$ cat config.mk
export PLATFORM = sky130hd
export DESIGN_NAME = monster_collider
export DESIGN_NICKNAME = d
export VERILOG_FILES = /design/src/rtl/monster_collider.sv
export SDC_FILE = /design/constraint.sdc
export NUM_CORES = 1
export LEC_CHECK = 0
export ABC_CLOCK_PERIOD_IN_PS = 3910
export BUFFER_PORTS_ARGS = -buffer_cell sky130_fd_sc_hd__buf_2
export CAP_MARGIN = 30
export CELL_PAD_IN_SITES_DETAIL_PLACEMENT = 1
export CELL_PAD_IN_SITES_GLOBAL_PLACEMENT = 2
export CORE_MARGIN = 2
export CORE_UTILIZATION = 35
export CTS_CLUSTER_SIZE = 12
export DETAILED_ROUTE_END_ITERATION = 6
export PLACE_DENSITY_LB_ADDON = 0.08
export SYNTH_ARGS = -nofsm -noshare
export SYNTH_HDL_FRONTEND = slang
export SYNTH_SLANG_ARGS = --single-unit
$ cat constraint.sdc
create_clock -name i_clk -period 3.91 [get_ports i_clk]
set_input_delay 0.391 -clock i_clk [delete_from_list [all_inputs] [get_ports i_clk]]
set_output_delay 0.391 -clock i_clk [all_outputs]
set_load 0.02 [all_outputs]
$ cat src/rtl/monster_collider.sv
// Per-monster collider: sweeps the stage wall ROM for blocked directions and
// tracks the weapon attack window. Optional ARENA_BOUND_EN adds fixed arena limits.
module monster_collider #(
  parameter int NUM_WALLS       = 8,
  parameter int AW              = 3,
  parameter int MON_SIZE        = 16,
  parameter int WPN_SIZE        = 16,
  parameter int ATTACK_CYCLES   = 16,
  parameter int COOLDOWN_CYCLES = 32
) (
  input  logic          i_clk,
  input  logic          i_rst,
  input  logic [3:0]    i_stagestate,
  input  logic [9:0]    i_mon_h,
  input  logic [9:0]    i_mon_v,
  input  logic [9:0]    i_wpn_h,
  input  logic [9:0]    i_wpn_v,
  input  logic          i_attack,
  input  logic          i_gameover,
  output logic [3+AW:0] o_wall_addr,
  input  logic [39:0]   i_wall_data,
  output logic [3:0]    o_wall_collision,
  output logic          o_weapon_collision,
  output logic          o_enable_weapon_collision,
  output logic          o_scan_done,
  output logic          o_attack_busy
);
  localparam logic [1:0]  S_LOAD = 2'd0, S_SCAN = 2'd1, S_PUB = 2'd2;
  localparam logic [1:0]  A_IDLE = 2'd0, A_ACT = 2'd1, A_COOL = 2'd2;
  localparam int          CMAX = (ATTACK_CYCLES > COOLDOWN_CYCLES) ? ATTACK_CYCLES : COOLDOWN_CYCLES;
  localparam int          CW = $clog2(CMAX);
  localparam logic [CW-1:0] ATK_INIT  = CW'(ATTACK_CYCLES - 1);
  localparam logic [CW-1:0] COOL_INIT = CW'(COOLDOWN_CYCLES - 1);
  localparam logic [AW:0] LAST = (AW+1)'(NUM_WALLS);
  localparam logic [10:0] MS1 = 11'(MON_SIZE - 1);
  localparam logic [10:0] WS1 = 11'(WPN_SIZE - 1);

  // Inclusive 1-D interval overlap: [lo,hi] vs [a,b].
  function automatic logic ovl(input logic [10:0] lo, input logic [10:0] hi,
                               input logic [10:0] a, input logic [10:0] b);
    return (lo <= b) && (hi >= a);
  endfunction

  logic [1:0]    r_sst;
  logic [3:0]    r_stage;
  logic [3+AW:0] r_addr;
  logic [AW:0]   r_cnt;
  logic [9:0]    r_mh, r_mv;
  logic [3:0]    r_acc, r_wc;
  logic          r_done;
  logic [1:0]    r_ast;
  logic [CW-1:0] r_acnt;
  logic          r_wcol;

  logic [10:0] w_h0, w_v0, w_h1, w_v1, w_hx0, w_hx1, w_vy0, w_vy1;
  logic        w_empty, w_hc, w_vc;
  logic [3:0]  w_hit, w_arena;
  logic        w_wpn_hit;

  assign w_h0  = {1'b0, i_wall_data[39:30]};
  assign w_v0  = {1'b0, i_wall_data[29:20]};
  assign w_h1  = {1'b0, i_wall_data[19:10]};
  assign w_v1  = {1'b0, i_wall_data[9:0]};
  assign w_hx0 = {1'b0, r_mh};
  assign w_hx1 = w_hx0 + MS1;
  assign w_vy0 = {1'b0, r_mv};
  assign w_vy1 = w_vy0 + MS1;

  // A -1 shift of the box is tested as a +1 shift of the wall, avoiding underflow at 0.
  always_comb begin
    w_empty = (w_h0 > w_h1) || (w_v0 > w_v1);
    w_hc    = ovl(w_hx0, w_hx1, w_h0, w_h1);
    w_vc    = ovl(w_vy0, w_vy1, w_v0, w_v1);
    w_hit   = 4'b0000;
    if (!w_empty) begin
      w_hit[0] = ovl(w_hx0, w_hx1, w_h0 + 11'd1, w_h1 + 11'd1) && w_vc;
      w_hit[1] = ovl(w_hx0 + 11'd1, w_hx1 + 11'd1, w_h0, w_h1) && w_vc;
      w_hit[2] = w_hc && ovl(w_vy0 + 11'd1, w_vy1 + 11'd1, w_v0, w_v1);
      w_hit[3] = w_hc && ovl(w_vy0, w_vy1, w_v0 + 11'd1, w_v1 + 11'd1);
    end
  end

`ifdef ARENA_BOUND_EN
  assign w_arena = {r_mv <= 10'd20, r_mv >= 10'd220, r_mh >= 10'd300, r_mh <= 10'd20};
`else
  assign w_arena = 4'b0000;
`endif

  assign w_wpn_hit = ovl({1'b0, i_mon_h}, {1'b0, i_mon_h} + MS1, {1'b0, i_wpn_h}, {1'b0, i_wpn_h} + WS1)
                  && ovl({1'b0, i_mon_v}, {1'b0, i_mon_v} + MS1, {1'b0, i_wpn_v}, {1'b0, i_wpn_v} + WS1);

  // Stage is latched on entry to LOAD so the address shown in LOAD already matches it.
  always_ff @(posedge i_clk) begin
    if (i_rst) begin
      r_sst   <= S_LOAD;
      r_stage <= 4'd0;
      r_addr  <= '0;
      r_cnt   <= '0;
      r_mh    <= 10'd0;
      r_mv    <= 10'd0;
      r_acc   <= 4'd0;
      r_wc    <= 4'd0;
      r_done  <= 1'b0;
    end else begin
      r_done <= 1'b0;
      case (r_sst)
        S_LOAD: begin
          if (i_stagestate != r_stage) begin
            r_stage <= i_stagestate;
            r_addr  <= {i_stagestate, {AW{1'b0}}};
          end else begin
            r_mh   <= i_mon_h;
            r_mv   <= i_mon_v;
            r_acc  <= 4'd0;
            r_cnt  <= (AW+1)'(1);
            r_addr <= {r_stage, AW'(1)};
            r_sst  <= S_SCAN;
          end
        end
        S_SCAN: begin
          if (i_stagestate != r_stage) begin
            r_stage <= i_stagestate;
            r_addr  <= {i_stagestate, {AW{1'b0}}};
            r_sst   <= S_LOAD;
          end else begin
            r_acc  <= r_acc | w_hit;
            r_cnt  <= r_cnt + (AW+1)'(1);
            r_addr <= {r_stage, r_cnt[AW-1:0] + AW'(1)};
            if (r_cnt == LAST) r_sst <= S_PUB;
          end
        end
        S_PUB: begin
          r_wc    <= r_acc | w_arena;
          r_done  <= 1'b1;
          r_stage <= i_stagestate;
          r_addr  <= {i_stagestate, {AW{1'b0}}};
          r_sst   <= S_LOAD;
        end
        default: r_sst <= S_LOAD;
      endcase
    end
  end

  always_ff @(posedge i_clk) begin
    if (i_rst) begin
      r_ast  <= A_IDLE;
      r_acnt <= '0;
      r_wcol <= 1'b0;
    end else begin
      r_wcol <= w_wpn_hit && !i_gameover;
      if (i_gameover) begin
        r_ast  <= A_IDLE;
        r_acnt <= '0;
      end else begin
        case (r_ast)
          A_IDLE: if (i_attack) begin
            r_ast  <= A_ACT;
            r_acnt <= ATK_INIT;
          end
          A_ACT: if (r_acnt == '0) begin
            r_ast  <= A_COOL;
            r_acnt <= COOL_INIT;
          end else r_acnt <= r_acnt - CW'(1);
          A_COOL: if (r_acnt == '0) r_ast <= A_IDLE;
                  else r_acnt <= r_acnt - CW'(1);
          default: r_ast <= A_IDLE;
        endcase
      end
    end
  end

  assign o_wall_addr               = r_addr;
  assign o_wall_collision          = r_wc;
  assign o_scan_done               = r_done;
  assign o_weapon_collision        = r_wcol;
  assign o_enable_weapon_collision = (r_ast == A_ACT);
  assign o_attack_busy             = (r_ast != A_IDLE);
endmodule

# Word level (Yosys, flattened, before mapping)
# Cells that the tools add are included.
dict set report totals {
  regBits 54
  inputBits 88
  output_inout_bits 15
  wordCells 120
}
dict set report op_classes {
  addsub 17
  n_lt_le_gt_ge 18
  eq_ne 14
  muxes 25
  bitwise_logic 2
  reduce_logical 32
}
# operator n
set ops {}
lappend ops {{$add A10 B1 Y11 const B} 6}
lappend ops {{$add A10 B4 Y11 const B} 6}
lappend ops {{$ge A11 B10 Y1} 6}
lappend ops {{$le A10 B11 Y1} 4}
lappend ops {{$mux W4} 6}
lappend ops {{$pmux W4 S2} 3}
lappend ops {{$add A11 B1 Y11 const B} 2}
lappend ops {{$ge A11 B11 Y1} 2}
lappend ops {{$le A11 B10 Y1} 2}
lappend ops {{$pmux W7 S3} 1}
lappend ops {{$gt A10 B10 Y1} 2}
lappend ops {{$le A10 B10 Y1} 2}
lappend ops {{$mux W5} 3}
lappend ops {{$pmux W5 S3} 1}
lappend ops {{$logic_and A1 B1 Y1} 14}
lappend ops {{$mux W7} 2}
lappend ops {{$mux W2} 6}
lappend ops {{$ne A2 B2 Y1 const B} 5}
lappend ops {{$reduce_and A3 Y1} 3}
lappend ops {{$pmux W2 S3} 1}
lappend ops {{$reduce_and A2 Y1} 3}
lappend ops {{$reduce_bool A2 Y1} 3}
lappend ops {{$reduce_bool A3 Y1} 2}
lappend ops {{$logic_not A5 Y1} 1}
lappend ops {{17 further kinds} 22}

# Longest topological paths before layout
# Gate-level depths: netlist of the first run.
dict set report depth {
  depth_word 9
  depth_mapped 16
  ltp_nobuf 15
}

# Least setup slack after synthesis of the first run
# OpenSTA, ideal clock, no wires.
dict set report synth_path {
  kind {register -> register}
  start {register r_mv[0]}
  end {register r_acc[2]}
  setup_ns 0.125
  t_arrival_ns 2.937
  required_ns 3.785
  slack_ns 0.848
  path_stages_with_launch 14
  n_path_buf 1
  period_less_slack_ns 3.062
  path_cell_list {dfxtp_1 -> buf_2 -> inv_1 -> ha_1 -> nor3b_2 -> xnor2_1 -> nand3_1 -> or3_1 -> nor3_2 -> xor2_1 -> ha_1 -> a211o_1 -> o31ai_1 -> o21ai_1}
}
dict set report synth_between {
  elab_chain_cells 9
  word_cells_on_any_way 11
  cone_classes {add/sub: 3; order compare: 2; mux: 3; bitwise: 1; reduce/logical: 2}
}
# element line_no
set synth_lines {}
lappend synth_lines {{start, declared} 48} ;# logic [9:0] r_mh, r_mv;
lappend synth_lines {{start signal, assigned} 113} ;# r_mv <= i_mon_v;
lappend synth_lines {{$add A10 B4 Y11} 67} ;# assign w_vy1 = w_vy0 + MS1;
lappend synth_lines {{$add A11 B1 Y11} 78} ;# w_hit[2] = w_hc && ovl(w_vy0 + 11'd1, w_vy1 + 11'd1, w_v0, w_v1);
lappend synth_lines {{$ge A11 B10 Y1} 41} ;# return (lo <= b) && (hi >= a);
lappend synth_lines {{$logic_and A1 B1 Y1 (*)} 41}
lappend synth_lines {{$logic_and A1 B1 Y1 (*)} 78}
lappend synth_lines {{$mux W4 (*)} 75} ;# if (!w_empty) begin
lappend synth_lines {{$or A4 B4 Y4 (*)} 126} ;# r_acc <= r_acc | w_hit;
lappend synth_lines {{$mux W4 (*)} 121} ;# if (i_stagestate != r_stage) begin
lappend synth_lines {{$pmux W4 S2 (*)} 106} ;# case (r_sst)
lappend synth_lines {{end signal, assigned} 126}
lappend synth_lines {{end, declared} 49} ;# logic [3:0] r_acc, r_wc;
# Mark *: on every way between the ends. The rest lies on a longest branch, timed or not. The select of a mux whose other input is x is not followed.
# A chain may end at the register's enable or synchronous reset.

# Worst setup path after layout of the first run
dict set report layout_path {
  start {register r_mv[0]}
  end {register r_acc[1]}
}
dict set report layout_between {
  elab_chain_cells 8
  word_cells_on_any_way 9
  cone_classes {add/sub: 1; order compare: 2; mux: 3; bitwise: 1; reduce/logical: 2}
}
# element line_no
set layout_lines {}
lappend layout_lines {{$add A10 B4 Y11} 67}
lappend layout_lines {{$ge A11 B10 Y1} 41}
lappend layout_lines {{$logic_and A1 B1 Y1 (*)} 41}
lappend layout_lines {{$logic_and A1 B1 Y1 (*)} 77} ;# w_hit[1] = ovl(w_hx0 + 11'd1, w_hx1 + 11'd1, w_h0, w_h1) && w_vc;
lappend layout_lines {{$mux W4 (*)} 75}
lappend layout_lines {{$or A4 B4 Y4 (*)} 126}
lappend layout_lines {{$mux W4 (*)} 121}
lappend layout_lines {{$pmux W4 S2 (*)} 106}
# Marked as above.

==> impl_metrics.py, run 1 <==
metrics = {
    "sta": {
        "tns_ps": 0,
        "fin_skew_ps": 9.473,
        "post-route-min-period_ps": 3441,
        "period_share": 0.8802,
        "max_freq_ghz": 0.2906,
        "rsz0062_at_grt": "no",
        "report.final.slew_viol_count": 0,
        "setup_slack_ps": 468.6,
        "hold_violations": 0,
        "slew_headroom": 0.4046,
        "final-setup-viol-count": 0,
        "tightest_slew_ps": 870.6,
    },
    "setup_path": {
        "r2r-start": "r_mv[0]",
        "startpoint_type": "flop",
        "worstSetupPathType": "flop to flop",
        "critPathCaptureType": "flop",
        "ff2ff_setup_slack_ps": 470,
        "crit_fanout": 7,
        "critPathRequiredTime_ps": 4130,
        "cp.arrival_ps": 3660,
        "reg2reg_depth": 15,
        "rr_endpoint": "r_acc[1]",
    },
    "cts": {
        "cts_resized": 0,
        "clk_latency_ps": 300,
        "cts.hold.buffers_added": 0,
        "cts_tree": "built",
        "postCtsSetupBuffers": 0,
        "cts_root_buf": "clkbuf_16",
        "clk_transition_reported_paths_ps": 80,
        "clock_sinks": 54,
        "numCtsBuffers": 5,
        "cts_max_level": 2,
        "cts_max_path_buffers": 2,
    },
    "layout": {
        "fin_cells": 1556,
        "drive_above_1_share": 0.1135,
        "area_growth_pct": 10.65,
        "fill_cells": 3156,
        "final_nets": 1520,
    },
    "placement": {
        "dp_cells": 1547,
        "place_congestion": 0.8248,
        "pre_cts_ws_ps": 554.0,
        "dpl.hpwl_um": 23030,
        "io_buffers": 102,
    },
    "synth": {
        "syn_nets": 1430,
        "yosysWarnings": 0,
        "synth_edf_count": 0,
        "yosysUniqueCellTypes": 77,
        "ys_ff_latch": 54,
        "syn_inst": 1134,
        "synth_area_leaders": "ha_1, dfxtp_1, xnor2_1, a21oi_1, nand2_1",
        "yosys.area.top_type": "ha_1",
        "syn_area_per_cell_um2": 7.771,
        "syn_area_mm2": 0.008812,
        "ys.flop_type": "dfxtp_1",
        "yosysTopAreaCellShare": 0.2953,
        "synth_seq_area_share": 0.1227,
        "synthArstFlopShare": 0,
    },
    "floorplanning": {
        "dieArea_mm2": 0.02646,
        "die_h_um": 162.7,
        "core_mm2": 0.02496,
        "row_count": 58,
        "initial_core_util": 0.3530,
        "die_w_um": 162.7,
        "io-pin-count": 103,
    },
    "power": {
        "power_leakage_uw": 0.004577,
        "irDropWorstVdd_mv": 0.1547,
        "powerDensity_mw_per_mm2": 195.4,
    },
    "global_routing": {
        "grt_max_degree": 32,
        "grt_overflow": 0,
        "grt_pass1_vias": 8495,
        "grt_pass1_wl_um": 44020,
        "grtUsageTotal": 0.2070,
        "antenna_found_initial": 3,
    },
    "worst_hold_path": {
        "min_path_type": "input port to flop",
        "min-delay-start": "i_stagestate[1]",
        "worst_hold_path.endpoint": "r_stage[1]",
        "whs_path_depth": 3,
    },
    "detailed_routing": {
        "detail-route-antenna-nets": 0,
        "viasPerCell": 5.286,
        "first_pass_iters": 4,
        "drtIter0Drc": 264,
        "wl_um": 26680,
        "vias": 8225,
        "wl_per_cell_um": 17.15,
        "post-route-drc-count": 0,
    },
    "run_status": {
        "status": "complete, no violations",
    },
    "flow_run": {
        "maxCapViolations": 0,
    },
}
==> routing by layer <==
metal / vias up / GRT usage / wire [µm]
li1: 4233 / - / -
met1: 3876 / 0.2863 / 13220
met2: 94 / 0.3503 / 12280
met3: 20 / 0.02750 / 899
met4: 2 / 0.03057 / 266
met5: - / 0 / 13
==> cells in the final DEF, fill, tap and decap left out, types with 3 or more instances in the layout <==
cell,instances
nand2_1,108
a2111oi_0,5
a221oi_1,3
dfxtp_1,54
inv_1,103
o21ai_1,10
a21boi_0,3
a211o_1,3
buf_4,9
nand3_1,61
mux2i_1,5
nor4_1,4
and4_1,4
o211ai_1,9
a21oi_1,82
ha_1,208
xor2_1,35
o21a_1,11
or4_1,4
a211oi_1,9
nand2b_1,14
and3_1,10
nand4_1,26
nor2_1,67
nor3_1,29
o31ai_1,7
nor3b_1,5
buf_2,102
o21ai_0,41
o221ai_1,3
a21o_1,14
a31oi_1,10
nor4b_1,3
nor2b_1,16
a22oi_1,10
xnor2_1,83
and2_1,3
clkbuf_16,5
==> power by group <==
group,total [µW],internal [µW],switching [µW]
registers,595,567,28.6
logic,828,348,480
clock network,482,258,224
==> cells by family after synthesis <==
logic type	Yosys count	share of synthesized area
buffers and inverters	131	0.06773
multiplexers	5	0.005680
XOR/XNOR	119	0.1191
flip-flops	54	0.1227
adder cells (fa/ha/maj)	208	0.2953
AND/OR/NAND/NOR	373	0.2134
AO/OA/AOI/OAI	244	0.1761
==> cell type report <==
type,instances,area [µm²],area share
antenna,1,2.502,0.0002566
clock buffer,6,138.9,0.01424
clock inverter,2,16.27,0.001668
inverter,103,386.6,0.03965
multi-input combinational,949,7134,0.7317
sequential,54,1081,0.1109
tap,330,412.9,0.04235
timing repair buffer,111,578.1,0.05928
==> sequential cells by signal (all words and copies together), names as in the netlist <==
register            flops
o_scan_done             1
o_wall_addr             7
o_wall_collision        4
o_weapon_collision      1
r_acc                   4
r_acnt                  5
r_ast                   2
r_cnt                   4
r_mh                   10
r_mv                   10
r_sst                   2
r_stage                 4
==> cell usage after synthesis, types with 11 or more instances <==
cell type,count
a21o_1,14
a21oi_1,82
clkbuf_1,15
dfxtp_1,54
ha_1,208
inv_1,103
nand2_1,108
nand2b_1,14
nand3_1,61
nand4_1,26
nor2_1,67
nor2b_1,16
nor3_1,29
o21a_1,11
o21ai_0,41
xnor2_1,83
xor2_1,35
==> critical path, cell delays in order, from the launching register on <==
cell	delay, ps
dfxtp_1	310
inv_1	190
ha_1	320
nor3b_2	380
nand2b_1	210
nor2_1	60
xnor2_1	300
inv_1	130
ha_1	300
o21a_1	120
o21ai_0	70
a31oi_1	200
o32ai_1	130
a221oi_1	310
a21oi_1	140
a211oi_2	190
==> how the worst max path moves through the flow <==
stage / end / slack [ps] / cells past startpoint / start
2_1_floorplan: r_acc[2] / 850 / 13 / r_mv[0]
5_1_grt: r_acc[1] / 160 / 15 / r_mv[1]
3_5_place_dp: r_acc[1] / 550 / 15 / r_mv[0]
4_1_cts: r_acc[1] / 490 / 15 / r_mv[0]
3_3_place_gp: r_acc[1] / 610 / 12 / r_mh[0]
6_report: r_acc[1] / 470 / 15 / r_mv[0]
==> metrics by stage <==
stage	total power, µW	hold slack, ps	area [µm²]	utilization
4_1_cts	1944	350.8	9748	0.3905
5_1_grt	2073	365.8	9751	0.3906
3_5_place_dp	1445	450.7	9593	0.3843
6_report	1905	357.5	9751	0.3906
3_3_place_gp	1433	446.9	9593	0.3843
2_1_floorplan	1172	425.7	8812	-
Power figures use the tool's default switching activity.
==> run 2: changes to the inputs <==
- CORE_MARGIN: 2 -> 10
==> run 2 against run 1 <==
Sequential share of layout area about the same. Worst hold slack better by 1.2 ps. Global-route usage down 3.3 points. Largest cell class unchanged.
==> impl_metrics.py, run 2 (synthesis results as in run 1) <==
metrics = {
    "detailed_routing": {
        "drtIter0Drc": 239,
        "detail-route-antenna-nets": 0,
        "wl_per_cell_um": 17.91,
        "viasPerCell": 5.293,
        "vias": 8226,
        "first_pass_iters": 4,
        "wl_um": 27830,
        "post-route-drc-count": 0,
    },
    "global_routing": {
        "antenna_found_initial": 2,
        "grt_pass1_wl_um": 45060,
        "grt_max_degree": 30,
        "grt_pass1_vias": 8595,
        "grt_overflow": 0,
        "grtUsageTotal": 0.1737,
    },
    "sta": {
        "hold_violations": 0,
        "report.final.slew_viol_count": 0,
        "holdWs_ps": 358.7,
        "tightest_slew_ps": 704.6,
        "max_freq_ghz": 0.2946,
        "final-setup-viol-count": 0,
        "period_share": 0.8681,
        "post-route-min-period_ps": 3394,
        "slew_headroom": 0.5259,
        "fin_skew_ps": 10.18,
        "tns_ps": 0,
        "setup_slack_ps": 515.9,
        "rsz0062_at_grt": "no",
    },
    "layout": {
        "fin_cells": 1554,
        "fill_cells": 3119,
        "final_nets": 1519,
        "final_common_cell": "ha_1",
        "area_growth_pct": 10.66,
        "drive_above_1_share": 0.1120,
        "mostFrequentLayoutCells": "ha_1, nand2_1, inv_1",
    },
    "worst_hold_path": {
        "min_path_type": "input port to flop",
    },
    "cts": {
        "cts_max_level": 2,
        "cts_max_path_buffers": 2,
        "cts_tree": "built",
        "numCtsBuffers": 5,
        "cts.hold.buffers_added": 0,
        "clk_latency_ps": 300,
        "cts_root_buf": "clkbuf_16",
        "cts_resized": 0,
        "clk_transition_reported_paths_ps": 80,
        "postCtsSetupBuffers": 0,
        "clock_sinks": 54,
    },
    "power": {
        "power_leakage_uw": 0.004578,
        "powerDensity_mw_per_mm2": 199.9,
        "irDropWorstVdd_mv": 0.1695,
        "p_total_uw": 1949,
    },
    "floorplanning": {
        "die_h_um": 178.7,
        "dieArea_mm2": 0.03192,
        "io-pin-count": 103,
        "die_w_um": 178.7,
        "core_mm2": 0.02496,
        "row_count": 58,
        "initial_core_util": 0.3530,
    },
    "setup_path": {
        "critPathCaptureType": "flop",
        "cp.arrival_ps": 3610,
        "ff2ff_setup_slack_ps": 520,
        "worstSetupPathType": "flop to flop",
        "startpoint_type": "flop",
        "crit_fanout": 10,
        "critPathRequiredTime_ps": 4130,
    },
    "placement": {
        "dp_cells": 1546,
        "pre_cts_ws_ps": 551.8,
        "dpl.hpwl_um": 24010,
        "io_buffers": 102,
        "place_congestion": 0.8532,
    },
    "flow_run": {
        "maxCapViolations": 0,
    },
    "run_status": {
        "status": "complete, no violations",
    },
}
==> run 2: layer usage <==
metal	global-route usage	wire [µm]	up-vias
met5	0	7	-
met4	0.01653	115	2
met3	0.02759	797	12
met2	0.2873	12710	80
met1	0.2399	14200	3901
li1	-	-	4231
==> run 2: worst max-delay path: stages (launching register included) <==
cell      delay, ps
dfxtp_1         400
inv_1           110
ha_1            280
nor3b_2         390
nand2b_1        210
nor2_1           70
xnor2_1         320
inv_1           120
ha_1            290
o21a_1          110
o21ai_0          70
a31oi_1         210
o32ai_1         140
a221oi_1        260
a21oi_1         130
a211oi_2        200
==> run 2: power breakdown <==
group / switching, µW / internal [µW]
logic: 485 / 348
registers: 29.4 / 567
clock network: 219 / 301
==> run 2: path summary, 6_finish.rpt <==
kind              startpoint         end  cells past startpoint
min reg2reg        r_acnt[4]   r_acnt[4]                      2
max reg2reg          r_mv[1]    r_acc[1]                     15
min          i_stagestate[0]  r_stage[0]                      3
max                  r_mv[1]    r_acc[1]                     15
==> run 2: stage by stage <==
stage	util	cell area, µm²
finish	0.3906	9752
global route	0.3905	9749
CTS	0.3905	9749
detailed placement	0.3840	9585
global placement	0.3840	9585
floorplan	-	8812
==> run 2: final cells by class <==
class,instances,area (µm²),area share
Inverter,103,386.6,0.03965
Clock buffer,5,125.1,0.01283
Multi-Input combinational cell,949,7134,0.7316
Timing Repair Buffer,110,570.5,0.05851
Tap cell,330,412.9,0.04234
Sequential cell,54,1081,0.1109
Clock inverter,2,38.79,0.003977
Antenna cell,1,2.502,0.0002566
